File: src/rtl/posit_normalize_round_es2_if.sv
// Handshake and data bundle between the raw posit adder and the
// normalise/round output stage.
interface posit_normalize_round_es2_if #(
  parameter int NBITS = 32,
  parameter int FBITS = 30,
  parameter int SBITS = 8
);
  logic [1+SBITS+FBITS+2-1:0] in_sum;
  logic                       in_truncated;
  logic                       start;
  logic [NBITS-1:0]           result;
  logic                       done;
  logic                       inexact;

  modport master (
    output in_sum, in_truncated, start,
    input  result, done, inexact
  );

  modport slave (
    input  in_sum, in_truncated, start,
    output result, done, inexact
  );
endinterface

File: src/rtl/posit_normalize_round_es2.sv
// Three-stage pipeline that packs the adder's {sgn, scale, fraction, inf,
// zero} sum into an NBITS posit with ES=2, rounding to nearest, ties to even.
module posit_normalize_round_es2 #(
  parameter int NBITS = 32,
  parameter int FBITS = 30,
  parameter int SBITS = 8
) (
  input logic clk,
  input logic reset_n,
  posit_normalize_round_es2_if.slave bus
);

  // Field buffer wide enough that the longest regime never pushes fraction
  // bits off the bottom, so sticky sees every discarded bit.
  localparam int W    = NBITS - 1 + FBITS + 4;
  localparam int MW   = NBITS - 1;
  localparam int PADW = W - FBITS - 3;
  localparam logic signed [SBITS-1:0] SAT_HI = SBITS'(4 * (NBITS - 2));
  localparam logic signed [SBITS-1:0] SAT_LO = SBITS'(-4 * (NBITS - 2));
  localparam logic [SBITS-1:0] LEAD_ONE = 1;
  localparam logic [MW-1:0]    MAG_ONE  = 1;

  logic                    in_sgn;
  logic signed [SBITS-1:0] in_scale;
  logic [FBITS-1:0]        in_frac;
  logic                    in_inf;
  logic                    in_zero;

  assign {in_sgn, in_scale, in_frac, in_inf, in_zero} = bus.in_sum;

  logic signed [SBITS-1:0] k;
  logic [SBITS-1:0]        lead;

  // Regime decode: lead is the count of identical leading regime bits
  // (k+1 ones, or -k zeros); the terminating bit comes after them.
  always_comb begin
    k    = in_scale >>> 2;
    lead = k[SBITS-1] ? -k : k + LEAD_ONE;
  end

  logic             s1_valid;
  logic             s1_sgn;
  logic [1:0]       s1_e;
  logic [FBITS-1:0] s1_frac;
  logic             s1_neg;
  logic [SBITS-1:0] s1_lead;
  logic             s1_inf;
  logic             s1_zero;
  logic             s1_trunc;
  logic             s1_sat_hi;
  logic             s1_sat_lo;

  // S1 valid bit; an X or a start during reset never launches an operand.
  always_ff @(posedge clk) begin
    if (!reset_n) s1_valid <= 1'b0;
    else          s1_valid <= (bus.start === 1'b1);
  end

  // S1 data: register decoded regime, exponent and special/saturation flags.
  always_ff @(posedge clk) begin
    s1_sgn    <= in_sgn;
    s1_e      <= in_scale[1:0];
    s1_frac   <= in_frac;
    s1_neg    <= k[SBITS-1];
    s1_lead   <= lead;
    s1_inf    <= in_inf;
    s1_zero   <= in_zero;
    s1_trunc  <= bus.in_truncated;
    s1_sat_hi <= (in_scale > SAT_HI);
    s1_sat_lo <= (in_scale < SAT_LO);
  end

  logic [W-1:0] tail;
  logic [W-1:0] field;

  // Assemble {regime, e, fraction} left-justified: shift the terminator and
  // payload right by the run of leading bits, then fill that run with ones
  // for positive k.
  always_comb begin
    tail  = {s1_neg, s1_e, s1_frac, {PADW{1'b0}}};
    field = (tail >> s1_lead) | (s1_neg ? {W{1'b0}} : ~({W{1'b1}} >> s1_lead));
  end

  logic          s2_valid;
  logic          s2_sgn;
  logic [MW-1:0] s2_mag;
  logic          s2_guard;
  logic          s2_sticky;
  logic          s2_inf;
  logic          s2_zero;
  logic          s2_sat_hi;
  logic          s2_sat_lo;

  // S2 valid bit follows S1 and is cleared by reset.
  always_ff @(posedge clk) begin
    if (!reset_n) s2_valid <= 1'b0;
    else          s2_valid <= s1_valid;
  end

  // S2 data: split the field into magnitude, guard and sticky.
  always_ff @(posedge clk) begin
    s2_sgn    <= s1_sgn;
    s2_mag    <= field[W-1 -: MW];
    s2_guard  <= field[W-MW-1];
    s2_sticky <= (|field[W-MW-2:0]) | s1_trunc;
    s2_inf    <= s1_inf;
    s2_zero   <= s1_zero;
    s2_sat_hi <= s1_sat_hi;
    s2_sat_lo <= s1_sat_lo;
  end

  logic             round_up;
  logic [MW-1:0]    mag_fin;
  logic             inexact_next;
  logic [NBITS-1:0] result_next;

  // Round to nearest even with a clamp at maxpos, saturate, apply sign,
  // then let NaR and zero override everything.
  always_comb begin
    round_up     = s2_guard & (s2_mag[0] | s2_sticky);
    mag_fin      = (round_up && !(&s2_mag)) ? s2_mag + MAG_ONE : s2_mag;
    inexact_next = s2_guard | s2_sticky;
    if (s2_sat_hi) begin
      mag_fin      = {MW{1'b1}};
      inexact_next = 1'b1;
    end else if (s2_sat_lo) begin
      mag_fin      = MAG_ONE;
      inexact_next = 1'b1;
    end
    result_next = s2_sgn ? -{1'b0, mag_fin} : {1'b0, mag_fin};
    if (s2_inf) begin
      result_next  = {1'b1, {MW{1'b0}}};
      inexact_next = 1'b0;
    end else if (s2_zero) begin
      result_next  = {NBITS{1'b0}};
      inexact_next = 1'b0;
    end
  end

  logic             done_q;
  logic [NBITS-1:0] result_q;
  logic             inexact_q;

  // S3 output registers with defined reset values.
  always_ff @(posedge clk) begin
    if (!reset_n) begin
      done_q    <= 1'b0;
      result_q  <= {NBITS{1'b0}};
      inexact_q <= 1'b0;
    end else begin
      done_q    <= s2_valid;
      result_q  <= result_next;
      inexact_q <= inexact_next;
    end
  end

  assign bus.done    = done_q;
  assign bus.result  = result_q;
  assign bus.inexact = inexact_q;

endmodule
File: src/flat_wrapper.sv
// flat-port wrapper written by rule: the top's interface ports become plain ports
module posit_normalize_round_es2_flat 
#(
  parameter int NBITS = 32,
  parameter int FBITS = 30,
  parameter int SBITS = 8
)
  (clk, reset_n, bus_in_sum, bus_in_truncated, bus_start, bus_result, bus_done, bus_inexact);
  posit_normalize_round_es2_if #(.NBITS(NBITS), .FBITS(FBITS), .SBITS(SBITS)) bus_i ();
  input logic clk;
  input logic reset_n;
  input wire logic [$bits(bus_i.in_sum)-1:0] bus_in_sum;
  input wire logic [$bits(bus_i.in_truncated)-1:0] bus_in_truncated;
  input wire logic [$bits(bus_i.start)-1:0] bus_start;
  output wire logic [$bits(bus_i.result)-1:0] bus_result;
  output wire logic [$bits(bus_i.done)-1:0] bus_done;
  output wire logic [$bits(bus_i.inexact)-1:0] bus_inexact;
  assign bus_i.in_sum = bus_in_sum;
  assign bus_i.in_truncated = bus_in_truncated;
  assign bus_i.start = bus_start;
  assign bus_result = bus_i.result;
  assign bus_done = bus_i.done;
  assign bus_inexact = bus_i.inexact;
  posit_normalize_round_es2 #(.NBITS(NBITS), .FBITS(FBITS), .SBITS(SBITS)) u_core (.clk(clk), .reset_n(reset_n), .bus(bus_i));
endmodule
File: config.mk
export PLATFORM = sky130hd
export DESIGN_NAME = posit_normalize_round_es2_flat
export DESIGN_NICKNAME = d
export VERILOG_FILES = /design/src/rtl/posit_normalize_round_es2_if.sv /design/src/rtl/posit_normalize_round_es2.sv /design/src/flat_wrapper.sv
export SDC_FILE = /design/constraint.sdc
export NUM_CORES = 1
export LEC_CHECK = 0
export CAP_MARGIN = 20
export CORE_MARGIN = 2
export CORE_UTILIZATION = 45
export DETAILED_ROUTE_END_ITERATION = 7
export MAX_ROUTING_LAYER = met4
export PLACE_DENSITY = 0.73
export SLEW_MARGIN = 10
export SYNTH_ARGS = -nofsm -noshare
export SYNTH_HDL_FRONTEND = slang
export SYNTH_SLANG_ARGS = --single-unit
File: constraint.sdc
create_clock -name clk -period 4.94 [get_ports clk]
set_clock_uncertainty 0.05 [all_clocks]
set_input_delay 1.235 -clock clk [delete_from_list [all_inputs] [get_ports clk]]
set_output_delay 1.235 -clock clk [all_outputs]
set_load 0.02 [all_outputs]
# Word-level counts from Yosys, hierarchy flattened
# Cells that the tools add are included.
# totals
ff_bits,121
elab_cells,55
# classes
n_reduce_logical,5
n_mux,10
bitwise,7
n_addsub,4
eq_ne,1
shift,2
order_cmp,2
# ops
operator,n
$mux W32,3
$mux W31,3
$mux W65,1
$not A65 Y65,1
$or A65 B65 Y65,1
$shr A65 B8 Y65,1
$shr A65 B8 Y65 const A,1
$reduce_or A33 Y1,1
$neg A31 Y32,1
$add A31 B1 Y31 const B,1
$reduce_and A31 Y1,1
$gt A8 B8 Y1 const B,1
$lt A8 B8 Y1 const B,1
$mux W8,1
$neg A8 Y8,1
$add A6 B2 Y7 const B,1
$or A1 B1 Y1,3
$reduce_or A3 Y1,1
$mux W1,2
$and A1 B1 Y1,1
$eqx A1 B1 Y1 const B,1
$logic_and A1 B1 Y1,1
$logic_not A1 Y1,1
$not A1 Y1,1

# Longest topological paths before layout
# logic_depth
ltp_word,10
depth_mapped,14
depth_no_buf,13

# Least setup slack after synthesis
# Ideal clock, no wire load.
# synth_timing
path_kind,reg-to-reg
start,register u_core.s2_mag[1]
end,register u_core.result_q[18] (netlist: u_core.bus.result[18])
required_time_ps,4818
slack_ps,1391
period_less_slack_ps,3549
setup_time_ps,72
arrival_ps,3427
path_stages_with_launch,15
path_cell_list,dfxtp_1 -> ha_1 -> nand3_1 -> nor4_4 -> buf_6 -> a21oi_1 -> mux2_2 -> a21oi_1 -> ha_1 -> o21ai_0 -> or4_4 -> nor3_4 -> nand2_2 -> o41ai_2 -> mux2i_1
# synth_via
elab_chain_cells,8
word_cells_on_any_way,9
cone_classes,add/sub: 2; mux: 4; reduce/logical: 3
# synth_rtl
element,line,source
"start, declared",posit_normalize_round_es2.sv:86,logic [MW-1:0] s2_mag;
"start signal, assigned",posit_normalize_round_es2.sv:103,s2_mag <= field[W-1 -: MW];
"parallel branches: the longest is 3 deep, another holds $add A31 B1 Y31",--,
$mux W31 (*),posit_normalize_round_es2.sv:121,mag_fin = (round_up && !(&s2_mag)) ? s2_mag + MAG_ONE : s2_mag;
$mux W31 (*),posit_normalize_round_es2.sv:126,end else if (s2_sat_lo) begin
$mux W31 (*),posit_normalize_round_es2.sv:123,if (s2_sat_hi) begin
$neg A31 Y32,posit_normalize_round_es2.sv:130,"result_next = s2_sgn ? -{1'b0, mag_fin} : {1'b0, mag_fin};"
$mux W32 (*),posit_normalize_round_es2.sv:130,
"end signal, assigned",posit_normalize_round_es2.sv:148,result_q <= {NBITS{1'b0}};
"end signal, assigned",posit_normalize_round_es2.sv:152,result_q <= result_next;
"end, declared",posit_normalize_round_es2.sv:141,logic [NBITS-1:0] result_q;
# Mark *: on every way between the ends.
# A chain may end at the register's enable or synchronous reset.

# Worst setup path in the final report
# layout_timing
start,register u_core.s2_mag[0]
end,register u_core.result_q[29] (netlist: u_core.bus.result[29])
# layout_via
elab_chain_cells,8
word_cells_on_any_way,11
cone_classes,add/sub: 2; mux: 4; bitwise: 2; reduce/logical: 3
# layout_rtl
element,line
"parallel branches: the longest is 3 deep, another holds $add A31 B1 Y31",--
$mux W31 (*),posit_normalize_round_es2.sv:121
$mux W31 (*),posit_normalize_round_es2.sv:126
$mux W31 (*),posit_normalize_round_es2.sv:123
$neg A31 Y32,posit_normalize_round_es2.sv:130
$mux W32 (*),posit_normalize_round_es2.sv:130
# Marks and branches as above.

==> impl_metrics.csv <==
group,metric,value,unit
status,status,"finished clean",
synthesis,ys_types,83,
floorplan,die_w,136,um
cells_and_area,drive_above_1_share,0.122,
route,ant_nets,0,
timing,worst_hold_slack,276,ps
timing,maxSlewHeadroom,0.270,
floorplan,num_rows,48,
global_routing,antenna_found_initial,0,
route,firstDrtPassIters,5,
critical_path,critical_path_arrival,4220,ps
critical_path,startpoint_type,"register",
timing,min_period,3920,ps
global_routing,track_usage,0.264,
cts,htree_levels,4,
timing,max_freq,255,MHz
cts,cts_root_buffer,"clkbuf_16",
placement,io_buffers,78,
power_and_ir_drop,p_clk_frac,0.393,
power_and_ir_drop,p_sw_frac,0.326,
route,post-route-drc-count,0,
min_path,hold_path_class,"reg -> reg",
floorplan,core,0.0171,mm2
timing,slew_violations,0,
synthesis,ys.flop_type,"dfxtp_1",
floorplan,die_h,136,um
power_and_ir_drop,vdd_drop_max,0.243,mV
power_and_ir_drop,comb_power_share,0.266,
floorplan,initial_utilization,0.456,
synthesis,yosysSeqAreaShare,0.310,
floorplan,dieArea,0.0184,mm2
synthesis,avgSynthCellArea,8.13,um2
cts,post_cts_buffers,0,
cts,clk_latency,420,ps
synthesis,ys_warn_count,0,
timing,worst_slew_pin_slew,1080,ps
global_routing,grt_pass1_wl,37.2,mm
timing,setup_violations,0,
cts,clockBufferDepth,2,
placement,place_congestion,1.05,
cts,cts_tree,"done",
synthesis,syn_inst,960,
route,vias_per_cell,6.09,
critical_path,required,5240,ps
synthesis,synth_top_area_frac,0.310,
cells_and_area,diodes,0,
flow_run,cap_violations,0,
synthesis,netlist_area,0.00781,mm2
cts,hold_buffers,0,
synthesis,synth_edf_count,0,
power_and_ir_drop,p_seq_frac,0.342,
timing,finalHoldViolCount,0,
critical_path,critPathMaxFanout,14,
global_routing,grt_max_degree,40,
synthesis,synth_top_cell_by_area,"dfxtp_1",
timing,finalCritPeriodShare,0.794,
route,num_vias,7611,
cts,clock_sinks,121,
synthesis,ys_seq_elements,121,
cts,cts_buffers,17,
synthesis,async_flop_share,0,
global_routing,grt_pass1_vias,7119,
critical_path,endpoint_kind,"register",
critical_path,crit_type,"reg -> reg",
cells_and_area,syn2layout_area_growth,20.4,%
synthesis,synthTopCellsByArea,"dfxtp_1, nor2_1, mux4_2",
timing,setup_tns,0,ps
placement,dpl.hpwl,17.1,mm
floorplan,boundaryPins,79,
timing,rsz0062_at_grt,"no",
power_and_ir_drop,power.density,361,mW/mm2
global_routing,grt-ovfl-total,0,
cells_and_area,final_nets,1062,
power_and_ir_drop,p_switching,1.11,mW
cts,clk_pin_slew_worst_paths,60,ps
route,drt_iter0_markers,552,
power_and_ir_drop,power.internal,2.29,mW
cells_and_area,fill_cells,1649,
power_and_ir_drop,p_leak,3.52,nW
route,wl_per_cell,18.4,um
synthesis,synth_most_common_cell,"nor2_1",
synthesis,synth_top_cells_by_count,"nor2_1, dfxtp_1, nand2_1",
cts,cts_resized,0,
route,routed_wl,23.0,mm
critical path, cell delays in order (launching register included):
cell       delay [ps]
dfxtp_1           390
ha_1              310
nand3_1           210
nor4_4             70
buf_4             200
a2111oi_0         860
nand4_1           170
a31oi_1           350
and4bb_2          450
nand3_2           130
o41ai_2           420
mux2i_1           240
per-stage QoR:
step	instances	utilization	total power, mW	cell area (um2)	worst slack (ps)
6_report	1250	0.549	3.39	9400	1020
4_1_cts	1250	0.549	3.39	9400	1010
3_5_place_dp	1218	0.512	2.06	8760	1110
5_1_grt	1250	0.549	3.54	9400	666
3_3_place_gp	1217	0.512	2.05	8760	1190
2_1_floorplan	961	-	1.78	7810	1390
worst paths after layout:
kind / start / endpoint / slack, ps / depth (start not counted)
setup / recovery: u_core.s2_mag[0] / u_core.bus.result[29] / 1020 / 11
hold / removal: u_core.s1_sgn / u_core.s2_sgn / 280 / 0
setup reg to reg: u_core.s2_mag[0] / u_core.bus.result[29] / 1020 / 11
hold reg to reg: u_core.s1_sgn / u_core.s2_sgn / 280 / 0
cell families after synthesis:
| group | Yosys count | synth area share |
|---|---|---|
| AO/OA/AOI/OAI | 260 | 0.219 |
| XOR/XNOR | 40 | 0.0449 |
| adder cells (fa/ha/maj) | 5 | 0.00801 |
| buffers and inverters | 86 | 0.0444 |
| flip-flops | 121 | 0.310 |
| multiplexers | 73 | 0.126 |
| other | 1 | 0.000480 |
| AND/OR/NAND/NOR | 374 | 0.247 |
cell usage in the layout, fill, tap and decap left out, types with 5 or more instances in the layout:
master	instances
nor2_1	130
dfxtp_1	119
nand2_1	84
clkdlybuf4s50_1	78
a21oi_1	59
o21ai_0	58
mux2i_1	37
xnor2_1	25
buf_4	22
nand3_1	20
o22ai_1	19
nand4_1	18
nor3_1	18
a31oi_1	18
mux4_2	18
mux2_2	17
clkbuf_16	17
a22oi_1	16
xor2_1	15
inv_1	14
nand2b_1	12
and2_1	11
nor4_1	10
a21o_1	9
a211oi_1	9
or4_1	9
a41oi_1	9
nor2b_1	8
or3_1	8
or2_2	7
o211ai_1	7
and3_1	7
o311ai_0	6
o31ai_1	6
ha_1	5
area by class of cell:
class | instances | area [um2] | share of cell area
clock inverters | 14 | 195 | 0.0208
flip-flops and latches | 121 | 2420 | 0.258
multi-input cells | 754 | 5040 | 0.537
repair buffers | 101 | 951 | 0.101
well taps | 225 | 282 | 0.0300
inverters | 17 | 63.8 | 0.00679
clock buffers | 18 | 439 | 0.0467
flip-flops by register name, summed over array words and instances (netlist names), 2 cells and up:
register and flops:
u_core.s1_e 2, u_core.bus.result 32, u_core.s1_frac 30, u_core.s1_lead 8, u_core.s2_mag 31
layer usage:
layer	part of all wire	track usage	wire length (um)	vias to the layer above
met1	0.42	0.309	9590	3556
met3	0.057	0.0501	1320	57
met2	0.49	0.447	11300	342
met4	0.035	0.104	803	0
met5	0	-	0	-
li1	-	-	-	3656
power by group through the flow:
stage               Combinational, mW  Sequential (mW)  Clock (mW)
global route                    0.977             1.17        1.39
global placement                0.880             1.17           0
finish                          0.901             1.16        1.33
CTS                             0.885             1.16        1.35
floorplan                       0.652             1.13           0
detailed placement              0.879             1.18           0
(Power assumes the default switching activity.)
